File: config.mk
export PLATFORM = sky130hd
export DESIGN_NAME = mem_rr_arbiter
export DESIGN_NICKNAME = d
export VERILOG_FILES = /design/src/rtl/mem_rr_arbiter.sv
export SDC_FILE = /design/constraint.sdc
export NUM_CORES = 1
export LEC_CHECK = 0
export CORE_AREA = 2 2 361 363
export CTS_CLUSTER_DIAMETER = 120
export DETAILED_ROUTE_END_ITERATION = 6
export DIE_AREA = 0 0 363 365
export DONT_BUFFER_PORTS = 1
export SKIP_CTS_REPAIR_TIMING = 1
export SYNTH_ARGS = -nofsm -noshare
export SYNTH_HDL_FRONTEND = slang
export SYNTH_SLANG_ARGS = --single-unit
File: constraint.sdc
create_clock -name clk -period 6.95 [get_ports clk]
set_input_delay 1.39 -clock clk [delete_from_list [all_inputs] [get_ports clk]]
set_output_delay 1.39 -clock clk [all_outputs]
set_load 0.01 [all_outputs]
File: src/rtl/mem_rr_arbiter.sv
// mem_rr_arbiter: round-robin arbiter sharing one main-memory port among
// NUM_REQ cache-side requesters (0 = dcache, 1 = icache, 2.. = spare).
// Request fields are captured into registers at grant, so the memory side
// always sees stable, registered address/data/write-enable.
// Optional feature macro: MEM_ARB_TIMEOUT_EN. When defined, the 8-bit
// saturating timeout counter and timeout_o are built. When undefined,
// BUSY/DRAIN wait for mem_ack_i or a kill, and timeout_o is tied low.
module mem_rr_arbiter #(
    parameter int NUM_REQ     = 3,
    parameter int ADDR_W      = 32,
    parameter int DATA_W      = 128,
    parameter int TIMEOUT_CYC = 239
) (
    input  logic                      clk,
    input  logic                      rst_n,
    input  logic [NUM_REQ-1:0]        req_i,
    input  logic [NUM_REQ-1:0]        kill_i,
    input  logic [NUM_REQ-1:0]        w_en_i,
    input  logic [NUM_REQ*ADDR_W-1:0] addr_i,
    input  logic [NUM_REQ*DATA_W-1:0] w_data_i,
    output logic [NUM_REQ-1:0]        ack_o,
    output logic [DATA_W-1:0]         r_data_o,
    output logic [NUM_REQ-1:0]        grant_o,
    output logic                      timeout_o,
    output logic                      mem_req_o,
    output logic                      mem_w_en_o,
    output logic [ADDR_W-1:0]         mem_addr_o,
    output logic [DATA_W-1:0]         mem_w_data_o,
    input  logic                      mem_ack_i,
    input  logic [DATA_W-1:0]         mem_r_data_i
);

    localparam int IDX_W = $clog2(NUM_REQ);

    // Reject parameter values outside the supported range at elaboration.
    if (NUM_REQ < 2 || NUM_REQ > 8) begin : g_bad_num_req
        $error("mem_rr_arbiter: NUM_REQ must be in 2..8");
    end
    if (TIMEOUT_CYC < 1 || TIMEOUT_CYC > 255) begin : g_bad_timeout
        $error("mem_rr_arbiter: TIMEOUT_CYC must fit the 8-bit counter");
    end

    typedef enum logic [1:0] {
        IDLE  = 2'd0,
        BUSY  = 2'd1,
        DRAIN = 2'd2
    } state_t;

    state_t             state_ff;
    state_t             state_nxt;
    logic [IDX_W-1:0]   gnt_ff;
    logic [IDX_W-1:0]   gnt_nxt;
    logic [IDX_W-1:0]   gnt_inc;
    logic [IDX_W-1:0]   ptr_ff;
    logic [IDX_W-1:0]   ptr_nxt;
    logic [IDX_W-1:0]   sel_idx;
    logic [IDX_W-1:0]   cand;
    logic               sel_found;
    logic [NUM_REQ-1:0] eligible;
    logic               kill_gnt;
    logic               latch;
    logic               tmo_hit;

    logic [ADDR_W-1:0]  sel_addr;
    logic [DATA_W-1:0]  sel_wdata;
    logic               sel_wen;
    logic [ADDR_W-1:0]  addr_ff;
    logic [DATA_W-1:0]  wdata_ff;
    logic               wen_ff;

    assign eligible = req_i & ~kill_i;
    assign kill_gnt = kill_i[gnt_ff];
    assign gnt_inc  = (gnt_ff == IDX_W'(NUM_REQ - 1)) ? '0 : gnt_ff + IDX_W'(1);

    // Rotating search: the candidate nearest to ptr_ff wins, so iterate from
    // the far end and let later (closer) hits overwrite earlier ones.
    always_comb begin
        sel_found = 1'b0;
        sel_idx   = '0;
        cand      = '0;
        for (int i = NUM_REQ - 1; i >= 0; i--) begin
            cand = IDX_W'((int'(ptr_ff) + i) % NUM_REQ);
            if (eligible[cand]) begin
                sel_found = 1'b1;
                sel_idx   = cand;
            end
        end
    end

    // Mux the selected requester's fields with constant slice bases.
    always_comb begin
        sel_addr  = '0;
        sel_wdata = '0;
        sel_wen   = 1'b0;
        for (int k = 0; k < NUM_REQ; k++) begin
            if (sel_idx == IDX_W'(k)) begin
                sel_addr  = addr_i[k*ADDR_W +: ADDR_W];
                sel_wdata = w_data_i[k*DATA_W +: DATA_W];
                sel_wen   = w_en_i[k];
            end
        end
    end

`ifdef MEM_ARB_TIMEOUT_EN
    logic [7:0] tmo_ff;

    // Cycle counter for the current transaction: held at zero while idle,
    // counts through BUSY and DRAIN, saturates instead of wrapping.
    always_ff @(posedge clk or negedge rst_n) begin
        if (!rst_n) begin
            tmo_ff <= 8'd0;
        end else if (state_ff == IDLE) begin
            tmo_ff <= 8'd0;
        end else if (tmo_ff != 8'hFF) begin
            tmo_ff <= tmo_ff + 8'd1;
        end
    end

    assign tmo_hit = (state_ff != IDLE) && (tmo_ff == 8'(TIMEOUT_CYC));
`else
    assign tmo_hit = 1'b0;
`endif

    // Control state: FSM, owner index and rotation pointer.
    always_ff @(posedge clk or negedge rst_n) begin
        if (!rst_n) begin
            state_ff <= IDLE;
            gnt_ff   <= '0;
            ptr_ff   <= '0;
        end else begin
            state_ff <= state_nxt;
            gnt_ff   <= gnt_nxt;
            ptr_ff   <= ptr_nxt;
        end
    end

    // Capture the winner's request fields at grant; outputs mask these
    // while idle, so they need no reset.
    always_ff @(posedge clk) begin
        if (latch) begin
            addr_ff  <= sel_addr;
            wdata_ff <= sel_wdata;
            wen_ff   <= sel_wen;
        end
    end

    // Next-state logic; kill beats ack, ack beats timeout, and every exit
    // from BUSY/DRAIN advances the pointer past the current owner.
    always_comb begin
        state_nxt = state_ff;
        gnt_nxt   = gnt_ff;
        ptr_nxt   = ptr_ff;
        latch     = 1'b0;
        ack_o     = '0;
        timeout_o = 1'b0;
        case (state_ff)
            IDLE: begin
                if (sel_found) begin
                    latch     = 1'b1;
                    gnt_nxt   = sel_idx;
                    state_nxt = BUSY;
                end
            end
            BUSY: begin
                if (kill_gnt) begin
                    if (mem_ack_i) begin
                        state_nxt = IDLE;
                        ptr_nxt   = gnt_inc;
                    end else begin
                        state_nxt = DRAIN;
                    end
                end else if (mem_ack_i) begin
                    ack_o[gnt_ff] = 1'b1;
                    state_nxt     = IDLE;
                    ptr_nxt       = gnt_inc;
                end else if (tmo_hit) begin
                    timeout_o = 1'b1;
                    state_nxt = IDLE;
                    ptr_nxt   = gnt_inc;
                end
            end
            DRAIN: begin
                if (mem_ack_i) begin
                    state_nxt = IDLE;
                    ptr_nxt   = gnt_inc;
                end else if (tmo_hit) begin
                    timeout_o = 1'b1;
                    state_nxt = IDLE;
                    ptr_nxt   = gnt_inc;
                end
            end
            default: begin
                state_nxt = IDLE;
            end
        endcase
    end

    // One-hot owner indication, zero while idle.
    always_comb begin
        grant_o = '0;
        if (state_ff != IDLE) begin
            grant_o[gnt_ff] = 1'b1;
        end
    end

    assign mem_req_o    = (state_ff != IDLE);
    assign mem_addr_o   = mem_req_o ? addr_ff  : '0;
    assign mem_w_data_o = mem_req_o ? wdata_ff : '0;
    assign mem_w_en_o   = mem_req_o ? wen_ff   : 1'b0;
    assign r_data_o     = (|ack_o) ? mem_r_data_i : '0;

endmodule
==> results by group, run 1 <==
Route
  • Total detailed-routing wirelength: 76380 µm
  • 1st-pass router iterations: 6
  • Routed Antenna Nets: 0
  • Met2 wire len: ~36000 µm
  • Vias: approximately 9100
  • Routed met3 length: around 11000 µm
  • Wire per inst: roughly 29 µm
  • DRC viols: 0
  • Vias per inst: between 3 and 4
  • Highest routed layer: met5
  • Met1 WL: 26330 µm
  • Detailed router's first-iteration violation count: 960

Critical path
  • R2r setup slk: between 3 and 4 ns
  • Slowest cell on crit path: buf_4
  • Setup crit end: r_data_o[117]
  • Slowest stage delay, CP: around 0.63 ns
  • Worst reg2reg path depth: 5
  • Setup CP Type: input pin to primary output
  • R2R Path Start: state_ff[0]
  • RR Endpoint: addr_ff[11]
  • Cell Chain, Critical Path: mux2i_1 -> o22a_1 -> nand3_1 -> a21oi_4 -> buf_4 -> and2_1
  • Startpoint Class: input pin
  • Critical-path maximum fanout: approximately 130
  • CP Launch Point: kill_i[1]
  • CP arrival: about 3.2 ns
  • Data required, critical path: between 5 and 6 ns
  • Worst setup EP type: primary output

GRT
  • First-pass GRT wire length: just under 90000 µm
  • Initial antenna violation count: about 100
  • GRT overflow: 0
  • Tot GR Track Use: 10.75%
  • Pin count of the biggest net entering global routing: 163
  • Vias in the first global route: between 7000 and 8000

Clock tree
  • CTS buffer count: 17
  • Skew-Pair Late Insertion Delay: around 0.53 ns
  • Clock sinks: 167
  • # H-tree levels: 4
  • CTS tree: yes
  • CTS clock-pin slew for the worst setup and hold paths: roughly 0.08 ns
  • Longest Clk Path Bufs: 2
  • Clock root cell: clkbuf_16

Floorplanning
  • Die width: between 300 and 400 µm
  • Core area: 128700 µm²
  • Die footprint: between 100000 and 150000 µm²
  • Die Ht: about 370 µm
  • Initial Util: under 10%
  • Io pins: just over 900
  • Row count: 132

Timing
  • Max Clk Rate: about 0.22 GHz
  • Final worst setup slack: around 2.4 ns
  • Final-report hold violation count: 0
  • Slew headroom: a little over a quarter
  • Post-route clock period utilization: between 60% and 70%
  • Slew @ Worst Pin: between 1 and 1.5 ns
  • Final hold slack: 0.5171 ns
  • Count of pins over their slew limit: 0
  • Endpoints failing setup: 0
  • Final min period: between 4 and 5 ns
  • RSZ-0062 raised after global routing: no
  • Clock Skews: between 0.02 and 0.025 ns
  • Setup TNS: 0 ns

Finish
  • Final core occ: 10.06%
  • Layout cells sized above 1: 6.614%
  • Register Area: ~5000 µm²
  • Layout area overhead: 24.14%
  • Nets@finish: roughly 1500
  • Commonest non-fill, non-tap cells in the layout: nor2b_1 (162), a221o_1 (162), and3_1 (161), edfxtp_1 (161), and2_1 (128)
  • Final std cells w/o fill: roughly 2600
  • Fin area: 12950 µm²
  • Footprint of the multi-input gates: between 4000 and 5000 µm²
  • FILL cells: between 10000 and 15000

Logic synthesis
  • Asr flop ratio synth: 3.593%
  • Register bit count reported by yosys: between 150 and 200
  • Cell Area, Synth: 10430 µm²
  • Post-Syn Nets: roughly 1600
  • Top_reg_cell synth: edfxtp_1
  • EDFF count, synth: ~160
  • Cells after Synth: 954
  • Avg Cell Area, Syn: between 10 and 15 µm²
  • Yosys cell types: 41
  • Synth warn: 0
  • Sequential share of the synthesized area: about 48%

Power and ir drop
  • Maximum VDD drop: 0.0002583 V
  • Total power: 5.738 mW
  • Cell Pwr Density: about 440 nW/µm²
  • LEAKAGE: roughly 4.2 nW

Placed design
  • Dpl ws: around 2.5 ns
  • GP Congestion: around 0.96
  • Post-DP HPWL: between 60000 and 70000 µm
  • Number of port buffers: 0
  • Dpl cells: 2535
  • Placed cell areas: ~12000 µm²

Worst hold path
  • HP Class: register to register
  • Hold Startpoint: ptr_ff[0]

Status
  • Status: completed

Flow run
  • Max cap viols: 0
## worst max-delay path, delay by kind of cell
family | cells | cell delay (ns)
multiplexers | 1 | 0.14
buffers and inverters | 1 | 0.63
AND/OR/NAND/NOR | 2 | 0.51
AO/OA/AOI/OAI | 2 | 0.36
## synth_stat cells, types with 2 or more instances
library cell | number | area, µm²
a221o_1 | 162 | 1622
and3_1 | 162 | 1013
nor2b_1 | 162 | 1013
edfxtp_1 | 161 | 4835
and2_1 | 128 | 800.8
clkbuf_1 | 88 | 330.3
buf_6 | 10 | 112.6
nor2_1 | 10 | 37.54
inv_1 | 9 | 33.78
dfrtp_1 | 6 | 150.1
ha_1 | 6 | 75.07
buf_2 | 5 | 25.02
a21oi_1 | 4 | 20.02
buf_4 | 4 | 30.03
nand2b_1 | 4 | 25.02
nand2_1 | 3 | 11.26
nor3_1 | 3 | 15.01
mux2_2 | 2 | 22.52
o2111ai_1 | 2 | 17.52
o21ai_0 | 2 | 10.01
## routing by layer
| layer | vias up | GRT usage [%] |
|---|---|---|
| li1 | 3528 | - |
| met3 | 240 | 6.927 |
| met1 | 4460 | 10.98 |
| met5 | - | 0 |
| met4 | 26 | 4.141 |
| met2 | 868 | 17.55 |
## state kept, by name, indices dropped and copies added (netlist names)
register and count:
state_ff 2, addr_ff 32, gnt_ff 2, ptr_ff 2, wdata_ff 128, wen_ff 1
## cells by family after synthesis
group	after synthesis	share of synthesized area (%)
and+or+nand+nor	479	28.69
adders and majority gates	7	0.8277
other	1	0.03595
buffers and inverters	117	5.290
AOI/OAI and AO/OA	180	17.05
muxes	3	0.3119
DFF	167	47.79
## layout make-up
class                           count  share of cell area [%]
Timing Repair Buffer               15                   1.546
Sequential cell                   167                   38.50
Antenna cell                       37                  0.7151
Clock buffer                       17                   3.286
Clock inverter                     14                   1.295
Inverter                            9                  0.2609
Multi-Input combinational cell    670                   38.21
Tap cell                         1675                   16.19
## worst min-delay path by stage
stage                      endpoint  slack, ns  cells past startpoint
after floorplan           ptr_ff[1]       0.47                      2
after global placement    ptr_ff[1]       0.49                      2
after detailed placement  ptr_ff[0]       0.50                      2
after CTS                 gnt_ff[1]       0.46                      0
after global routing      gnt_ff[1]       0.47                      0
final                     ptr_ff[0]       0.52                      2
## power by group
group	internal, mW	switching (mW)
clock network	0.510	0.549
registers	1.73	0.110
logic	0.793	2.04
Note: power is estimated with default switching activity, not from simulation.
==> run 2: changes to the inputs <==
- clock period: 6.95 -> 4.7 ns (I/O delays scaled with it)
==> run 2 against run 1 <==
Via count barely moved. Utilization rose by 0.061 points. Count of clock-buffer cells in the layout did not move. Cell count fell by 0.12%. Register-to-register slack got worse by 2.0 ns. First-iteration DRC count rose by 4.1%. Hold slack got worse by 0.42 ns. Wire length barely moved. Non-clock buffer count rose by 4. Total power rose by 50%. Sequential share of layout area fell by 0.23 points.
==> results by group, run 2 (same netlist as run 1, synthesis figures left out) <==
Status
  • Status: completed

Finish
  • Final core occ: 10.12% (+0.061 points)
  • Top Registers: wdata_ff (128), addr_ff (32)
  • Layout cells sized above 1: 7.246% (+0.63 points)
  • Layout area overhead: 24.89%
  • FILL cells: 14670 (-0.048%)
  • Nets@finish: 1510 (+0.27%)
  • Commonest non-fill, non-tap cells in the layout: nor2b_1 (162), a221o_1 (162), and3_1 (161), edfxtp_1 (161), and2_1 (128)
  • Top reg by flops: wdata_ff
  • Max FFs per register: 128 (unchanged)

Clock tree
  • Longest Clk Path Bufs: 2 (unchanged)
  • Clock sinks: 167 (unchanged)
  • Clock root cell: clkbuf_16
  • CTS tree: yes
  • CTS clock-pin slew for the worst setup and hold paths: 0.09 ns (about the same)
  • CTS buffer count: 17 (unchanged)
  • # H-tree levels: 4 (unchanged)
  • Skew-Pair Late Insertion Delay: 0.55 ns (+0.02 ns)

Timing
  • Count of pins over their slew limit: 0 (unchanged)
  • Endpoints failing setup: 0 (unchanged)
  • Post-route clock period utilization: a little over 80%
  • Setup TNS: 0 ns (unchanged)
  • Final-report hold violation count: 0 (unchanged)
  • Clock Skews: 0.02480 ns (+0.002368 ns)
  • RSZ-0062 raised after global routing: no
  • Max Clk Rate: 0.2571 GHz
  • Slew @ Worst Pin: 1.032 ns (-0.05695 ns)
  • Final min period: 3.890 ns
  • Slew headroom: 31.09% (+3.8 points)
  • Final worst setup slack: 0.8102 ns (-1.583 ns)

Route
  • Vias: 9124 (+0.022%)
  • Vias per inst: 3.508 (+0.14%)
  • Wire per inst: 29.38 µm (+0.18%)
  • Routed Antenna Nets: 0 (unchanged)
  • 1st-pass router iterations: 7 (+1)
  • Total detailed-routing wirelength: 76430 µm (about the same)
  • DRC viols: 0 (unchanged)
  • Detailed router's first-iteration violation count: 999 (+4.1%)

Power and ir drop
  • Clock power share: 18.9% (+0.5 points)
  • Comb pwr share: 49.5% (about the same)
  • Sw Ratio: 47.13% (about the same)
  • Sequential power share: 31.6% (-0.5 points)
  • NetSw: 4.070 mW (+51%)
  • Maximum VDD drop: 0.0003727 V (+44%)
  • LEAKAGE: 4.229 nW (+1.1%)
  • P_int: 4.566 mW (+50%)
  • Cell Pwr Density: 663.0 nW/µm² (+50%)

Floorplanning
  • Die footprint: 132500 µm² (unchanged)
  • Initial Util: 8.107% (unchanged)
  • Die width: 363 µm (unchanged)
  • Row count: 132 (unchanged)
  • Core area: 128700 µm² (unchanged)
  • Io pins: 917 (unchanged)
  • Die Ht: 365 µm (unchanged)

Placed design
  • GP Congestion: 0.9575 (+0.22%)
  • Dpl ws: 1.159 ns (-1.316 ns)
  • Post-DP HPWL: 62350 µm (+1.0%)
  • Number of port buffers: 0 (unchanged)

Critical path
  • Data required, critical path: 3.76 ns (-1.80 ns)
  • Worst setup EP type: primary output
  • Cell Chain, Critical Path: mux2i_1 -> o22a_1 -> nand3_1 -> a21oi_4 -> buf_4 -> and2_1
  • CP arrival: 2.95 ns (-0.22 ns)
  • Critical path buffers and inverters: 1 (unchanged)
  • Crit path max-delay family: buffers and inverters
  • Slowest stage delay, CP: 0.64 ns (about the same)
  • Slowest cell on crit path: buf_4
  • Setup CP Type: register to primary output
  • Critical-path maximum fanout: 128 (unchanged)
  • Startpoint Class: register

Worst hold path
  • HP Class: input pin to async pin

GRT
  • GRT overflow: 0 (unchanged)
  • Tot GR Track Use: 10.72% (-0.034 points)
  • Pin count of the biggest net entering global routing: 162 (-0.61%)
  • Initial antenna violation count: 98 (-3.0%)
  • Vias in the first global route: 7896 (-0.35%)
  • First-pass GRT wire length: 89370 µm (-0.14%)

Flow run
  • Max cap viols: 0 (unchanged)
-- run 2: final timing paths --
| check | start | endpoint | slack (ns) | cells after the start |
|---|---|---|---|---|
| setup / recovery | gnt_ff[0] | r_data_o[108] | 0.81 | 6 |
| hold / removal | rst_n | state_ff[1] | 0.1 | 0 |
| setup reg to reg | ptr_ff[0] | addr_ff[28] | 1.37 | 7 |
| hold reg to reg | ptr_ff[1] | ptr_ff[1] | 0.53 | 2 |
| max in group asynchronous | rst_n | ptr_ff[0] | 4.54 | 0 |
| min in group clk | ptr_ff[1] | ptr_ff[1] | 0.53 | 2 |
-- run 2: power groups by stage --
stage	Clock [mW]	Combinational [mW]	Sequential, mW
floorplan	0	2.76	2.74
global placement	0	4.38	2.75
detailed placement	0	4.42	2.76
CTS	1.76	4.44	2.73
global route	1.79	4.68	2.78
finish	1.64	4.27	2.73
-- run 2: through the flow --
stage	area, µm²	hold WS, ns	std cells	total power [mW]
5_1_grt	12990	0.03063	2586	9.244
6_report	13030	0.09692	2601	8.636
3_5_place_dp	12320	0.5058	2540	7.180
3_3_place_gp	12320	0.4990	2540	7.129
2_1_floorplan	10430	0.4743	954	5.493
4_1_cts	12950	0.005636	2572	8.935
-- run 2: cell type report --
type	instances	area, µm²	area share, %
Sequential cell	167	4985	38.27
Multi-Input combinational cell	670	4947	37.98
Tap cell	1675	2096	16.09
Clock buffer	17	425.4	3.266
Timing Repair Buffer	19	255.2	1.959
Clock inverter	15	211.5	1.623
Antenna cell	29	72.57	0.5571
Inverter	9	33.78	0.2593
-- run 2: layer usage --
| metal | wire length (µm) | GRT usage (%) | share of wire, % | vias to the layer above |
|---|---|---|---|---|
| met2 | 36450 | 17.73 | 48 | 894 |
| li1 | - | - | - | 3536 |
| met5 | 263 | 0 | 0.34 | - |
| met1 | 26620 | 11.22 | 35 | 4415 |
| met4 | 2713 | 3.791 | 3.5 | 34 |
| met3 | 10370 | 6.352 | 14 | 245 |
==> run 3: changes to the inputs <==
- clock period: 4.7 -> 3.25 ns (I/O delays scaled with it)
==> run 3 against run 2 <==
The run now ends with design-rule violations left. Non-clock buffer count rose by 54. Clock skew fell by 0.012 ns. Clock power rose by 29%. Hold slack improved by 0.25 ns. Largest power group unchanged. Highest routed layer unchanged.
==> results by group, run 3 (same netlist as run 1, synthesis figures left out) <==
Critical path
  • Slowest stage delay, CP: 0.56 ns (-0.08 ns)
  • Worst reg2reg path depth: 8 (+1)
  • Data required, critical path: 3.50 ns (-0.26 ns)
  • Critical path buffers and inverters: 3 (+2)
  • Setup CP Type: register to register
  • Slowest cell on crit path: or4_4
  • Crit path max-delay family: simple AND/OR/NAND/NOR gates
  • Critical-path maximum fanout: 134 (+4.7%)
  • R2R Path Start: ptr_ff[0]
  • Worst setup EP type: register
  • Startpoint Class: register
  • R2r setup slk: 0.09 ns (-1.28 ns)
  • Cell Chain, Critical Path: inv_1 -> ha_1 -> a211oi_4 -> or4_4 -> buf_12 -> buf_4 -> and3_1 -> a221o_1
  • CP arrival: 3.41 ns (+0.46 ns)
  • RR Endpoint: addr_ff[15]

Floorplanning
  • Core area: 128700 µm² (unchanged)
  • Initial Util: 8.107% (unchanged)
  • Io pins: 917 (unchanged)
  • Die Ht: 365 µm (unchanged)
  • Row count: 132 (unchanged)
  • Die footprint: 132500 µm² (unchanged)
  • Die width: 363 µm (unchanged)

GRT
  • Vias in the first global route: 8212 (+4.0%)
  • First-pass GRT wire length: 88420 µm (-1.1%)
  • GRT overflow: 0 (unchanged)
  • Initial antenna violation count: 81 (-17%)
  • Tot GR Track Use: 10.43% (-0.29 points)
  • Pin count of the biggest net entering global routing: 135 (-17%)

Finish
  • Fin area: 13550 µm² (+4.0%)
  • Layout area overhead: 29.87%
  • Nets@finish: 1564 (+3.6%)
  • Commonest non-fill, non-tap cells in the layout: a221o_1 (162), nor2b_1 (161), and3_1 (161), edfxtp_1 (161), and2_1 (127)
  • Final core occ: 10.53% (+0.40 points)
  • Layout cells sized above 1: 12.74% (+5.5 points)
  • Top Registers: wdata_ff (128), addr_ff (32)
  • Commonest non-fill, non-tap cell in the layout: a221o_1
  • Top reg by flops: wdata_ff
  • Max FFs per register: 128 (unchanged)

Timing
  • Max Clk Rate: ~0.32 GHz
  • Clock Skews: 0.01238 ns (-0.01242 ns)
  • Slew headroom: 49.87% (+19 points)
  • Endpoints failing setup: 0 (unchanged)
  • Final-report hold violation count: 0 (unchanged)
  • Final worst setup slack: 0.08848 ns (-0.7217 ns)
  • Final hold slack: 0.3456 ns (+0.2487 ns)
  • Final min period: around 3.2 ns
  • Slew @ Worst Pin: 0.7505 ns (-0.2811 ns)
  • Count of pins over their slew limit: 0 (unchanged)
  • Post-route clock period utilization: a little over nine tenths

Route
  • Wire per inst: 28.00 µm (-4.7%)
  • DRC viols: 27 (+27)
  • Detailed router's first-iteration violation count: 932 (-6.7%)
  • 1st-pass router iterations: 6 (-1)
  • Routed Antenna Nets: 0 (unchanged)
  • Vias: 9289 (+1.8%)
  • Vias per inst: 3.467 (-1.2%)
  • Total detailed-routing wirelength: 75020 µm (-1.8%)

Power and ir drop
  • Sw Ratio: 46.05% (-1.1 points)
  • NetSw: 5.931 mW (+46%)
  • LEAKAGE: 4.504 nW (+6.5%)
  • Cell Pwr Density: 950.9 nW/µm² (+43%)
  • Comb pwr share: 52.0% (+2.5 points)
  • Clock power share: 16.4% (-2.5 points)
  • Maximum VDD drop: 0.0005209 V (+40%)
  • Sequential power share: 31.5% (about the same)
  • P_int: 6.950 mW (+52%)

Placed design
  • Placed cell areas: 12770 µm² (+3.7%)
  • Number of port buffers: 0 (unchanged)
  • Dpl ws: 0.2853 ns (-0.8742 ns)
  • GP Congestion: 1.089 (+14%)
  • Post-DP HPWL: 62160 µm (-0.30%)

Flow run
  • Max cap viols: 0 (unchanged)

Clock tree
  • CTS clock-pin slew for the worst setup and hold paths: 0.08 ns (about the same)
  • Clock root cell: clkbuf_16
  • Clock sinks: 167 (unchanged)
  • # H-tree levels: 4 (unchanged)
  • CTS buffer count: 17 (unchanged)
  • Longest Clk Path Bufs: 2 (unchanged)
  • Skew-Pair Late Insertion Delay: 0.51 ns (-0.04 ns)
  • CTS tree: yes

Worst hold path
  • Hold path endpoint: wdata_ff[105]
  • Hold path depth: 1
  • HP Class: input pin to register
  • Hold Startpoint: w_data_i[233]

Status
  • Status: complete, but fails checks
  • Failing checks: design-rule violations
[run 3: through the flow]
| stage | power, mW | setup TNS [ns] | cells |
|---|---|---|---|
| after floorplan | 7.866 | 0 | 954 |
| after global placement | 10.87 | 0 | 2588 |
| after detailed placement | 10.92 | 0 | 2588 |
| after CTS | 13.19 | -0.02694 | 2619 |
| after global routing | 13.76 | -0.006945 | 2663 |
| final | 12.88 | 0 | 2679 |
[run 3: how the worst max path moves through the flow]
| stage | slack (ns) | to | cells after the start | startpoint |
|---|---|---|---|---|
| 2_1_floorplan | 0.44 | gnt_ff[0] | 8 | ptr_ff[0] |
| 3_3_place_gp | 0.34 | wdata_ff[20] | 8 | ptr_ff[0] |
| 3_5_place_dp | 0.29 | addr_ff[16] | 8 | ptr_ff[0] |
| 4_1_cts | -0.01 | r_data_o[124] | 6 | gnt_ff[0] |
| 5_1_grt | -0.005 | r_data_o[60] | 7 | gnt_ff[0] |
| 6_report | 0.09 | addr_ff[15] | 8 | ptr_ff[0] |
[run 3: metal layers]
metal  global-route usage, %  vias to the layer above  routed length [µm]
li1                        -                     3667                   -
met1                   11.12                     4530               26780
met2                   16.22                      861               33780
met3                   5.712                      209                9547
met4                   5.793                       22                4723
met5                   1.816                        -                 190
[run 3: cell type report]
class | count | area [µm²]
fillers | 14630 | 115100
flip-flops and latches | 167 | 4987
multi-input cells | 670 | 4951
well taps | 1675 | 2096
repair buffers | 73 | 788.3
clock buffers | 17 | 425.4
diodes | 54 | 135.1
clock inverters | 14 | 128.9
inverters | 9 | 33.78
[run 3: power groups by stage]
| stage | clock network [mW] | registers (mW) | logic [mW] |
|---|---|---|---|
| final | 2.12 | 4.06 | 6.70 |
| after global routing | 2.32 | 4.14 | 7.29 |
| after CTS | 2.26 | 4.08 | 6.85 |
| after detailed placement | 0 | 4.10 | 6.82 |
| after global placement | 0 | 4.11 | 6.76 |
| after floorplan | 0 | 3.87 | 4.00 |
